## src/rtl/pc_stack_nibble_param.sv

```systemverilog
// Nibble-serial program counter with a circular return-address stack.
// The PC is streamed onto the 4-bit bus one nibble per fetch cycle and
// incremented nibble-serially with a carry flop; execute cycles may
// overwrite single nibbles or push/pop the return stack.
module pc_stack_nibble_param #(
  parameter int NIBBLES = 3,
  parameter int DEPTH   = 3
) (
  input  logic                   clock,
  input  logic                   reset_n,
  input  logic                   halt,
  input  logic [2:0]             cycle,
  input  logic [3:0]             data,
  input  logic [3:0]             regval,
  input  logic [3:0]             inst_operand,
  input  logic [1:0]             pc_next_sel,
  input  logic [NIBBLES-1:0]     pc_write_enable,
  input  logic [1:0]             stack_op,
  input  logic                   flag_clear,
  output logic                   pc_enable,
  output logic [3:0]             pc_word,
  output logic [4*NIBBLES-1:0]   pc_value,
  output logic [3:0]             stack_depth,
  output logic                   overflow,
  output logic                   underflow
);

  localparam int              PCW       = 4 * NIBBLES;
  localparam logic [2:0]      CYC_IDLE  = 3'(NIBBLES);
  localparam logic [3:0]      DEPTH_MAX = 4'(DEPTH);
  localparam logic [2:0]      SP_LAST   = 3'(DEPTH - 1);
  localparam logic [NIBBLES-1:0] ONE_N  = {{(NIBBLES-1){1'b0}}, 1'b1};

  logic [PCW-1:0] pc_q, pc_d;
  logic           carry_q, carry_d;
  logic [PCW-1:0] stack_q [DEPTH];
  logic [PCW-1:0] stack_d [DEPTH];
  logic [2:0]     sp_q, sp_d;
  logic [3:0]     depth_q, depth_d;
  logic           ovf_q, ovf_d;
  logic           unf_q, unf_d;

  logic               exec_phase;
  logic               do_push;
  logic               do_pop;
  logic               do_write;
  logic [3:0]         src_nib;
  logic [NIBBLES-1:0] we_low;
  logic [2:0]         sp_inc;
  logic [2:0]         sp_dec;
  logic [PCW-1:0]     pop_val;
  logic [4:0]         nib_sum;

  // Bus-side decode: PC nibble during fetch, idle slot, then released.
  always_comb begin
    pc_enable = (cycle <= CYC_IDLE);
    pc_word   = 4'd0;
    for (int k = 0; k < NIBBLES; k++) begin
      if (cycle == 3'(k)) pc_word = pc_q[4*k +: 4];
    end
  end

  // Execute-phase decode: source mux, lowest write bit, stack pointer arithmetic.
  always_comb begin
    exec_phase = (cycle > CYC_IDLE);
    do_push    = exec_phase && (stack_op == 2'd1);
    do_pop     = exec_phase && (stack_op == 2'd2);
    do_write   = exec_phase && (pc_next_sel != 2'd3) && !do_pop;
    case (pc_next_sel)
      2'd0:    src_nib = data;
      2'd1:    src_nib = regval;
      default: src_nib = inst_operand;
    endcase
    we_low  = pc_write_enable & (~pc_write_enable + ONE_N);
    sp_inc  = (sp_q == SP_LAST) ? 3'd0 : sp_q + 3'd1;
    sp_dec  = (sp_q == 3'd0) ? SP_LAST : sp_q - 3'd1;
    pop_val = '0;
    for (int i = 0; i < DEPTH; i++) begin
      if (sp_dec == 3'(i)) pop_val = stack_q[i];
    end
  end

  // Next-state: increment, nibble write, push/pop and sticky flags; halt freezes all.
  always_comb begin
    pc_d    = pc_q;
    carry_d = carry_q;
    stack_d = stack_q;
    sp_d    = sp_q;
    depth_d = depth_q;
    ovf_d   = ovf_q;
    unf_d   = unf_q;
    nib_sum = 5'd0;
    if (!halt) begin
      if (flag_clear) begin
        ovf_d = 1'b0;
        unf_d = 1'b0;
      end
      for (int k = 0; k < NIBBLES; k++) begin
        if (cycle == 3'(k)) begin
          nib_sum = {1'b0, pc_q[4*k +: 4]} + ((k == 0) ? 5'd1 : {4'd0, carry_q});
          pc_d[4*k +: 4] = nib_sum[3:0];
          carry_d = (k == NIBBLES - 1) ? 1'b0 : nib_sum[4];
        end
      end
      if (do_push) begin
        for (int i = 0; i < DEPTH; i++) begin
          if (sp_q == 3'(i)) stack_d[i] = pc_q;
        end
        sp_d = sp_inc;
        if (depth_q == DEPTH_MAX) ovf_d = 1'b1;
        else                      depth_d = depth_q + 4'd1;
      end
      if (do_pop) begin
        pc_d = pop_val;
        sp_d = sp_dec;
        if (depth_q == 4'd0) unf_d = 1'b1;
        else                 depth_d = depth_q - 4'd1;
      end else if (do_write) begin
        for (int j = 0; j < NIBBLES; j++) begin
          if (we_low[j]) pc_d[4*j +: 4] = src_nib;
        end
      end
    end
  end

  // State registers, cleared asynchronously.
  always_ff @(posedge clock or negedge reset_n) begin
    if (!reset_n) begin
      pc_q    <= '0;
      carry_q <= 1'b0;
      for (int i = 0; i < DEPTH; i++) stack_q[i] <= '0;
      sp_q    <= 3'd0;
      depth_q <= 4'd0;
      ovf_q   <= 1'b0;
      unf_q   <= 1'b0;
    end else begin
      pc_q    <= pc_d;
      carry_q <= carry_d;
      for (int i = 0; i < DEPTH; i++) stack_q[i] <= stack_d[i];
      sp_q    <= sp_d;
      depth_q <= depth_d;
      ovf_q   <= ovf_d;
      unf_q   <= unf_d;
    end
  end

  assign pc_value    = pc_q;
  assign stack_depth = depth_q;
  assign overflow    = ovf_q;
  assign underflow   = unf_q;

endmodule

```

## config.mk

```make
export PLATFORM = sky130hd
export DESIGN_NAME = pc_stack_nibble_param
export DESIGN_NICKNAME = d
export VERILOG_FILES = /design/src/rtl/pc_stack_nibble_param.sv
export SDC_FILE = /design/constraint.sdc
export NUM_CORES = 1
export LEC_CHECK = 0
export BUFFER_PORTS_ARGS = -buffer_cell sky130_fd_sc_hd__buf_2
export CAP_MARGIN = 20
export CORE_MARGIN = 5
export CORE_UTILIZATION = 50
export CTS_CLUSTER_DIAMETER = 120
export DETAILED_ROUTE_END_ITERATION = 10
export PLACE_DENSITY_LB_ADDON = 0.25
export SLEW_MARGIN = 20
export SYNTH_ARGS = -nofsm -noshare
export SYNTH_HDL_FRONTEND = slang
export SYNTH_SLANG_ARGS = --single-unit
export TNS_END_PERCENT = 20
```

## constraint.sdc

```tcl
create_clock -name clock -period 2.4 [get_ports clock]
set_clock_uncertainty 0.15 [all_clocks]
set_input_delay 0.48 -clock clock [delete_from_list [all_inputs] [get_ports clock]]
set_output_delay 0.48 -clock clock [all_outputs]
set_load 0.02 [all_outputs]
```

==> results of run 1 <==
-- cells in the final DEF, fill, tap and decap left out, types with 2 or more instances in the layout --
cell / n
dfrtp_1: 58
buf_2: 48
clkbuf_8: 11
nand3b_1: 3
inv_1: 5
nor3b_1: 2
nand2b_1: 5
nor3_1: 7
nand3_1: 4
nor3b_2: 2
nand2_1: 30
buf_4: 18
nor2_1: 25
a21oi_1: 21
mux2i_1: 17
o221ai_1: 2
xor2_1: 5
and3_1: 3
nor3_2: 2
mux2_2: 40
nor2b_4: 2
o31ai_1: 2
xnor2_1: 2
a221o_1: 6
buf_12: 2
o22ai_1: 2
a32oi_1: 6
nand4_1: 4
a22oi_1: 8
clkinv_2: 2
a211oi_1: 3
ha_1: 15
o21ai_0: 20
o211ai_1: 2
nor2b_1: 8
-- worst max-delay path by stage --
stage | startpoint | to | depth (start not counted)
floorplan | cycle[1] | pc_word[0] | 7
global placement | cycle[2] | pc_word[0] | 8
detailed placement | cycle[2] | pc_word[0] | 8
CTS | cycle[2] | pc_word[0] | 8
global route | sp_q[1] | pc_value[5] | 7
finish | cycle[2] | pc_word[0] | 8
-- kinds of logic (layout without fill, tap and decap cells) --
kind of cell | Yosys count | in the layout | synth area share, %
and+or+nand+nor | 102 | 102 | 15.08
AOI/OAI and AO/OA | 83 | 83 | 15.89
DFF | 58 | 58 | 41.06
muxes | 57 | 57 | 17.56
buffers and inverters | 25 | 90 | 3.363
adders and majority gates | 15 | 15 | 5.310
xor gates and xnor gates | 7 | 7 | 1.735
-- flip-flops by register name, summed over array words and instances (netlist names) --
register     count
sp_q             3
stack_depth      4
underflow        1
pc_value        12
stack_q         36
overflow         1
carry_q          1
-- metal layers --
metal / routed length (microns) / vias up
met4: 173 / 0
met2: 4102 / 75
met1: 4108 / 1418
met5: 0 / -
met3: 432 / 13
li1: - / 1406
-- worst register-to-register path, delay by kind of cell, from the launching register on --
family | cells | cell delay (ns)
buf+inv | 2 | 0.33
fa+ha+maj | 1 | 0.25
simple gates | 2 | 0.22
flops | 1 | 0.41
compound gates | 3 | 0.72
-- layout make-up --
type	instances	area (sq um)	share of cell area [%]
sequential	58	1451	34.88
tap	96	120.1	2.886
timing repair buffer	69	425.4	10.22
inverter	5	18.77	0.4510
multi-input combinational	264	1964	47.20
clock buffer	12	155.1	3.728
clock inverter	4	26.28	0.6314
-- metrics by stage --
stage	utilization, %	power [mW]
3_5_place_dp	58.11	2.936
3_3_place_gp	58.11	2.889
4_1_cts	60.92	3.763
2_1_floorplan	-	2.444
6_report	60.92	3.740
5_1_grt	60.92	3.996
-- power by group through the flow --
stage / logic [mW] / registers, mW / clock network (mW)
final: 1.42 / 1.49 / 0.826
after global routing: 1.57 / 1.53 / 0.890
after CTS: 1.43 / 1.49 / 0.841
after detailed placement: 1.43 / 1.51 / 0
after global placement: 1.39 / 1.50 / 0
after floorplan: 0.941 / 1.50 / 0
==> metrics list, run 1 <==
- Global routing consumed, on the met3 layer, 5.369% of the routing resources.
* Slew at the pin with the worst max-slew slack: 0.6510 ns
- Hold worst-path end: underflow
- The critical path is of the in2out type.
- After synthesis, the cell types taking the most area are dfrtp_1, mux2_2, ha_1.
- Ports placed on the boundary: 49
- Initial antenna violation count: 0
- Dividing the synthesized area by the synthesized cell count gives 10.19 sq um.
* Hold wc startpoint: flag_clear
* Pwr/cell area: 898.8 nW/um^2
- Setup slack closes at 0.1789 ns.
- In the synthesized netlist, the cells that appear most often are dfrtp_1, mux2_2, nand2_1.
* Num rows: 30
- Clock power share: 22.1%
* Worst-case register-to-register setup slack: 0.20 ns
* Number of post-CTS setup repair buffers: 0
* Hold WS: 0.3336 ns
- Before CTS, the worst setup slack after placement is 0.1940 ns.
- Number of H-tree levels: 3
* Clk Latency, worst-skew pair: 0.33 ns
* Longest individual stage delay on the worst path: 0.24 ns
- Area overhead of the layout relative to synthesis: 17.73%
- The tree built by TritonCTS fans out to 58 sinks.
- Period utilisation layout: 92.54%
* DRT antenna net count: 0
- The run finished with clean final reports.
- CP Max Fanout: 11
* Gp weighted congestion: 0.8858
- Timing would allow up to 450.2 MHz.
- For this run, the detailed router's first-pass iteration total came to 4.
* Number of clock buffers inserted by TritonCTS: 9
* Pleak: 1.983 nW
- Power Internal: 2.276 mW
* Core Box Area: 6832 sq um
- Sequential group share of total power: 40.0%
- Counting the fill cells in the layout gives 619.
* Proportion of total power due to net switching: 39.14%
- Die boundary height: 94.08 microns
* GRT overflow: 0
* Count of non-filler cells in the finished layout: 508
* Routed wirelength normalized by instance count: 17.35 microns
* Final setup fails: 0
- The clock passes through at most 2 buffers.
- # diodes: 0
- WL final: 8.816 mm
* Clock slew at reported path FFs: 0.07 ns
* Fraction of final layout cells with drive strength greater than 1: 31.80%
- Max-cap check violation count: 0
- Post-CTS Hold Buffers: 1
- Leading register cell type out of synthesis: dfrtp_1
* TritonCTS clock tree: done
- Yosys top cell by area: dfrtp_1
* Number of placed instances, taps included: 491
* Min cycle time layout: 2.221 ns
- Starting DRT DRC Count: 201
- WHS Path Cells: 3
- Final instance area: 4161 sq um
- For this run, the number of Yosys warnings is 0.
- For this run, global-route usage on met2 was measured as 33.23%.
- Setup total negative slack on the finished layout was measured at 0 ns.
* Max Slew Vio Count: 0
* GRT met1 Usage: 28.28%
- DP Area: 3970 sq um
- The synthesized netlist occupies a cell area of 3535 sq um.
- The die covers 8851 sq um.
- Pin count of the biggest net entering global routing: 28
- Port buffer count: 48
- Counting flops with a built-in enable in the synthesized netlist gives 0.
- DRC violation count after routing: 0
- Post-CTS resize count: 0
- Critical path required time: 1.77 ns
- Die outline width: 94.08 microns
* Share of synthesized registers carrying an async set or reset: 100.0%
- The first global-routing pass estimated 14.36 mm of wire.
- For the worst setup path, the data arrival time is 1.59 ns.
- Most used standard cell by instance count after synthesis: dfrtp_1
* Max VDD drop: 456.9 uV
* Total number of nets in the final design: 448
* Via total after detailed routing: 2912
- The share of the Yosys chip area taken by registers is 41.06%.
- The number of nets in the synthesized netlist is 388.
- For this configuration, the core starts out at a cell density of 51.74%.
- Portion of synthesized cell area occupied by the leading cell type: 41.06%
- In this run the most used layer during global routing was met2.
- Number of distinct library cell variants in the gate-level netlist after synthesis: 50
* Via density per instance: 5.732
- STA classifies the critical path endpoint as an output port.
* Worst-path cell with the longest stage delay: ha_1
- The critical path goes through buf_2 > nor3_2 > ha_1 > nor2_1 > a21oi_1 > o22ai_1 > a21oi_1 > buf_2.
- Worst flop-to-flop path startpoint: sp_q[1]
- Number of buffer and inverter stages on the critical path: 2
- Number of global-route vias before repair: 2826
- R2r endpoint: pc_value[0]
* RSZ-0062 raised after global routing: false
- The number of endpoints with negative hold slack in the final report is 0.
- The cell count after synthesis came out at 347.
- Overall global routing resource usage: 21.23%
- The worst register-to-register path has a depth of 8.
- Critical Path Source Type: input port
* Psw: 1.464 mW
- Headroom to the max-slew limit: 56.50%
* Combinational cell fraction of total power: 38.0%
- In this run, synthesis produced a sequential element count of 58.
- Root Buffer: clkbuf_8
- CP delay by family, top: buffers and inverters
* HPWL Detailed: 6.592 mm
- The tightest min-delay check is of the in2reg type.
Note: power is estimated with default switching activity, not from simulation.
==> run 2, diff against run 1 <==
Settings changed: CORE_UTILIZATION 50 to 55.
Clock period 2.4 ns to 2.5 ns, I/O delays scaled along.
==> run 2 against run 1 <==
Global-route usage grew 1.2 points. Design area shrank 0.84%. Register-to-register slack is essentially flat. Worst setup slack lost 0.0083 ns. Total power shrank 0.70%. Largest power group unchanged. Highest routed layer unchanged.
==> metrics list, run 2 (synthesis gave the netlist of run 1 again) <==
- Counting both buffers and inverters, the worst setup path holds a total of 1.
- The number of endpoints with negative hold slack in the final report was 0.
- During I/O placement, the number of pins put on the boundary was 49.
- GRT overflow: 0
* Global-route wire length before repair: 14.76 mm
* Headroom to the max-slew limit: 51.17%
- Final setup fails: 0
- On the critical path, the stage with the largest delay is an instance of dfrtp_1.
- Hold WS: 0.1473 ns
- OpenSTA, run right after detailed placement, puts the worst setup slack at 0.1724 ns.
* Initial cell density of the core: 55.98%
* Crit path top cell by count: a21oi_1
- Arrival @ worst endpoint: 1.68 ns
- For met3 alone, demand over resource in global routing was 4.257%.
* Via density per instance: 6.016
- The H-tree was split into 3 levels.
- Count of non-filler cells in the finished layout: 486
* TritonCTS clock tree: done
- Final core utilization: 65.36%
- The worst setup path is of the reg2out kind.
- Die area: 8130 sq um
- Buffers placed on the I/O ports in this run total 48.
- Measured in cells, the most critical reg-to-reg path has a length of 8.
- Fraction of final layout cells with drive strength greater than 1: 32.03%
* Overall power after layout: 3.714 mW
- For the worst setup path, the data required time is 1.85 ns.
* Pwr/cell area: 900.1 nW/um^2
* Highest Clock Rate: 429.3 MHz
- On the worst path, the slowest cell contributes a delay of 0.51 ns.
- GRT met1 Usage: 28.88%
- For this block, the initial DRC count from the detailed router was 162.
* DRC violation count after routing: 0
* FF/Latch Area: 1451 sq um
* Num rows: 29
- GRT busiest layer: met2
* Slew at the pin with the worst max-slew slack: 0.7324 ns
- The number of global-route vias before repair was 2982.
* RSZ-0062 raised after global routing: false
- CTS saw 58 sinks.
- For the worst-skew pair, the clock arrives at the later sink with an insertion delay of 0.35 ns.
- After layout, the minimum clock period comes to 2.329 ns.
* Max VDD drop: 742.6 uV
- Max Slew Vio Count: 0
- After detailed placement, the design holds a cell count of 470.
* # diodes: 0
* Kind of path behind the tightest hold check: in2async
- Number of clock buffers inserted by TritonCTS: 9
* Clock slew at reported path FFs: 0.07 ns
* # fillers: 543
* Gp weighted congestion: 0.8858
* Maximum count of clock buffers along a single path: 2
- The number of antenna violations at the first check in global routing was 0.
- In this run the post-CTS setup repair buffer count came out at 0.
- After the last flow step, the layout net total stands at 445.
- In the final routed layout, each cell accounts on average for 18.09 microns.
- Cell-by-cell trace of the critical path: ha_1 > nor2_1 > a21oi_1 > o22ai_1 > a21oi_1 > buf_2
- Die outline width: 90.17 microns
- For this block, the routed nets add up to 8.793 mm of wire.
* DRT antenna net count: 0
* Status: complete, no violations
* Setup tns final: 0 ns
- Post-CTS Hold Buffers: 0
- Most common library cell in the layout ignoring fill and taps: dfrtp_1
- Setup WS post-layout: 0.1706 ns
* DP Area: 3919 sq um
- Detailed-router iteration count before antenna repair: 4
* Final instance area: 4126 sq um
* Worst-case register-to-register setup slack: 0.20 ns
- Register with the most flip-flops: stack_q
- The kind of cell with the highest combined delay along the critical path is flip-flops.
* Area overhead of the layout relative to synthesis: 16.74%
- Core Box Area: 6314 sq um
- Die boundary height: 90.17 microns
- Detailed placement ended at an HPWL of 6.240 mm.
- Critical Path Source Type: flip-flop
- In the final layout, the multi-input gates occupy 1969 sq um.
- Via total after detailed routing: 2924
* Commonest cells after routing, fill and taps aside: dfrtp_1, buf_2, mux2_2
* CP Max Fanout: 8
* Overall global routing resource usage: 22.42%
* Root Buffer: clkbuf_8
* Endpoint class of the critical path: output port
- Global routing usage on met2: 37.26%
* R2r endpoint: pc_value[5]
- Max-cap check violation count: 0
- Pleak: 1.978 nW
- Worst flop-to-flop path startpoint: sp_q[1]
- Flip-flop count of the largest register after layout: 36
- The final critical path takes up 93.17% of the cycle.
- Entering global routing, the biggest net connects 59 pins.
==> run 2: cell types whose count changed in the layout (fill, tap and decap cells not counted), sizes merged <==
cell / before / now
inv: 5 / 6
bufinv: 0 / 1
dlygate4sd3: 1 / 0
buf: 68 / 66
clkbuf: 12 / 10
==> run 2: what timing repair did <==
| item | CTS | global route |
|---|---|---|
| resized for setup | 0 | 1 |
| hold endpoints to repair | 0 | 0 |
| endpoints found under the setup margin | 0 | 3 |
==> run 2: final cells by class <==
cell class	count	share of cell area, %
well taps	77	2.335
clock buffers	10	3.335
repair buffers	66	9.400
clock inverters	6	1.577
inverters	5	0.4548
multi-input cells	264	47.73
flip-flops and latches	58	35.17
==> run 2: worst max-delay path by stage <==
stage,depth (start not counted),slack (ns),start,endpoint
6_report,6,0.17,pc_value[0],pc_word[0]
4_1_cts,7,0.07,sp_q[1],pc_value[5]
5_1_grt,6,0.06,pc_value[0],pc_word[0]
2_1_floorplan,7,0.11,cycle[1],pc_word[0]
3_5_place_dp,7,0.17,sp_q[1],pc_value[5]
3_3_place_gp,7,0.27,sp_q[1],pc_value[4]
==> run 2: worst register-to-register path, stage by stage (launching register included) <==
cell,delay [ns]
dfrtp_1,0.42
inv_1,0.13
ha_1,0.27
nor3b_2,0.29
nor2_1,0.08
buf_4,0.17
a32oi_1,0.19
o21ai_0,0.12
a221o_1,0.35
==> run 2: per-layer routing <==
layer  part of all wire (%)  vias to the layer above
met4                    1.8                        0
met1                     45                     1456
li1                       -                     1393
met2                     49                       61
met3                    4.1                       14
met5                      0                        -
==> run 2: power by group <==
group	internal, mW	total, mW	switching [mW]
sequential	1.17	1.43	0.257
clock	0.488	0.889	0.401
combinational	0.614	1.40	0.783
total	2.27	3.71	1.44
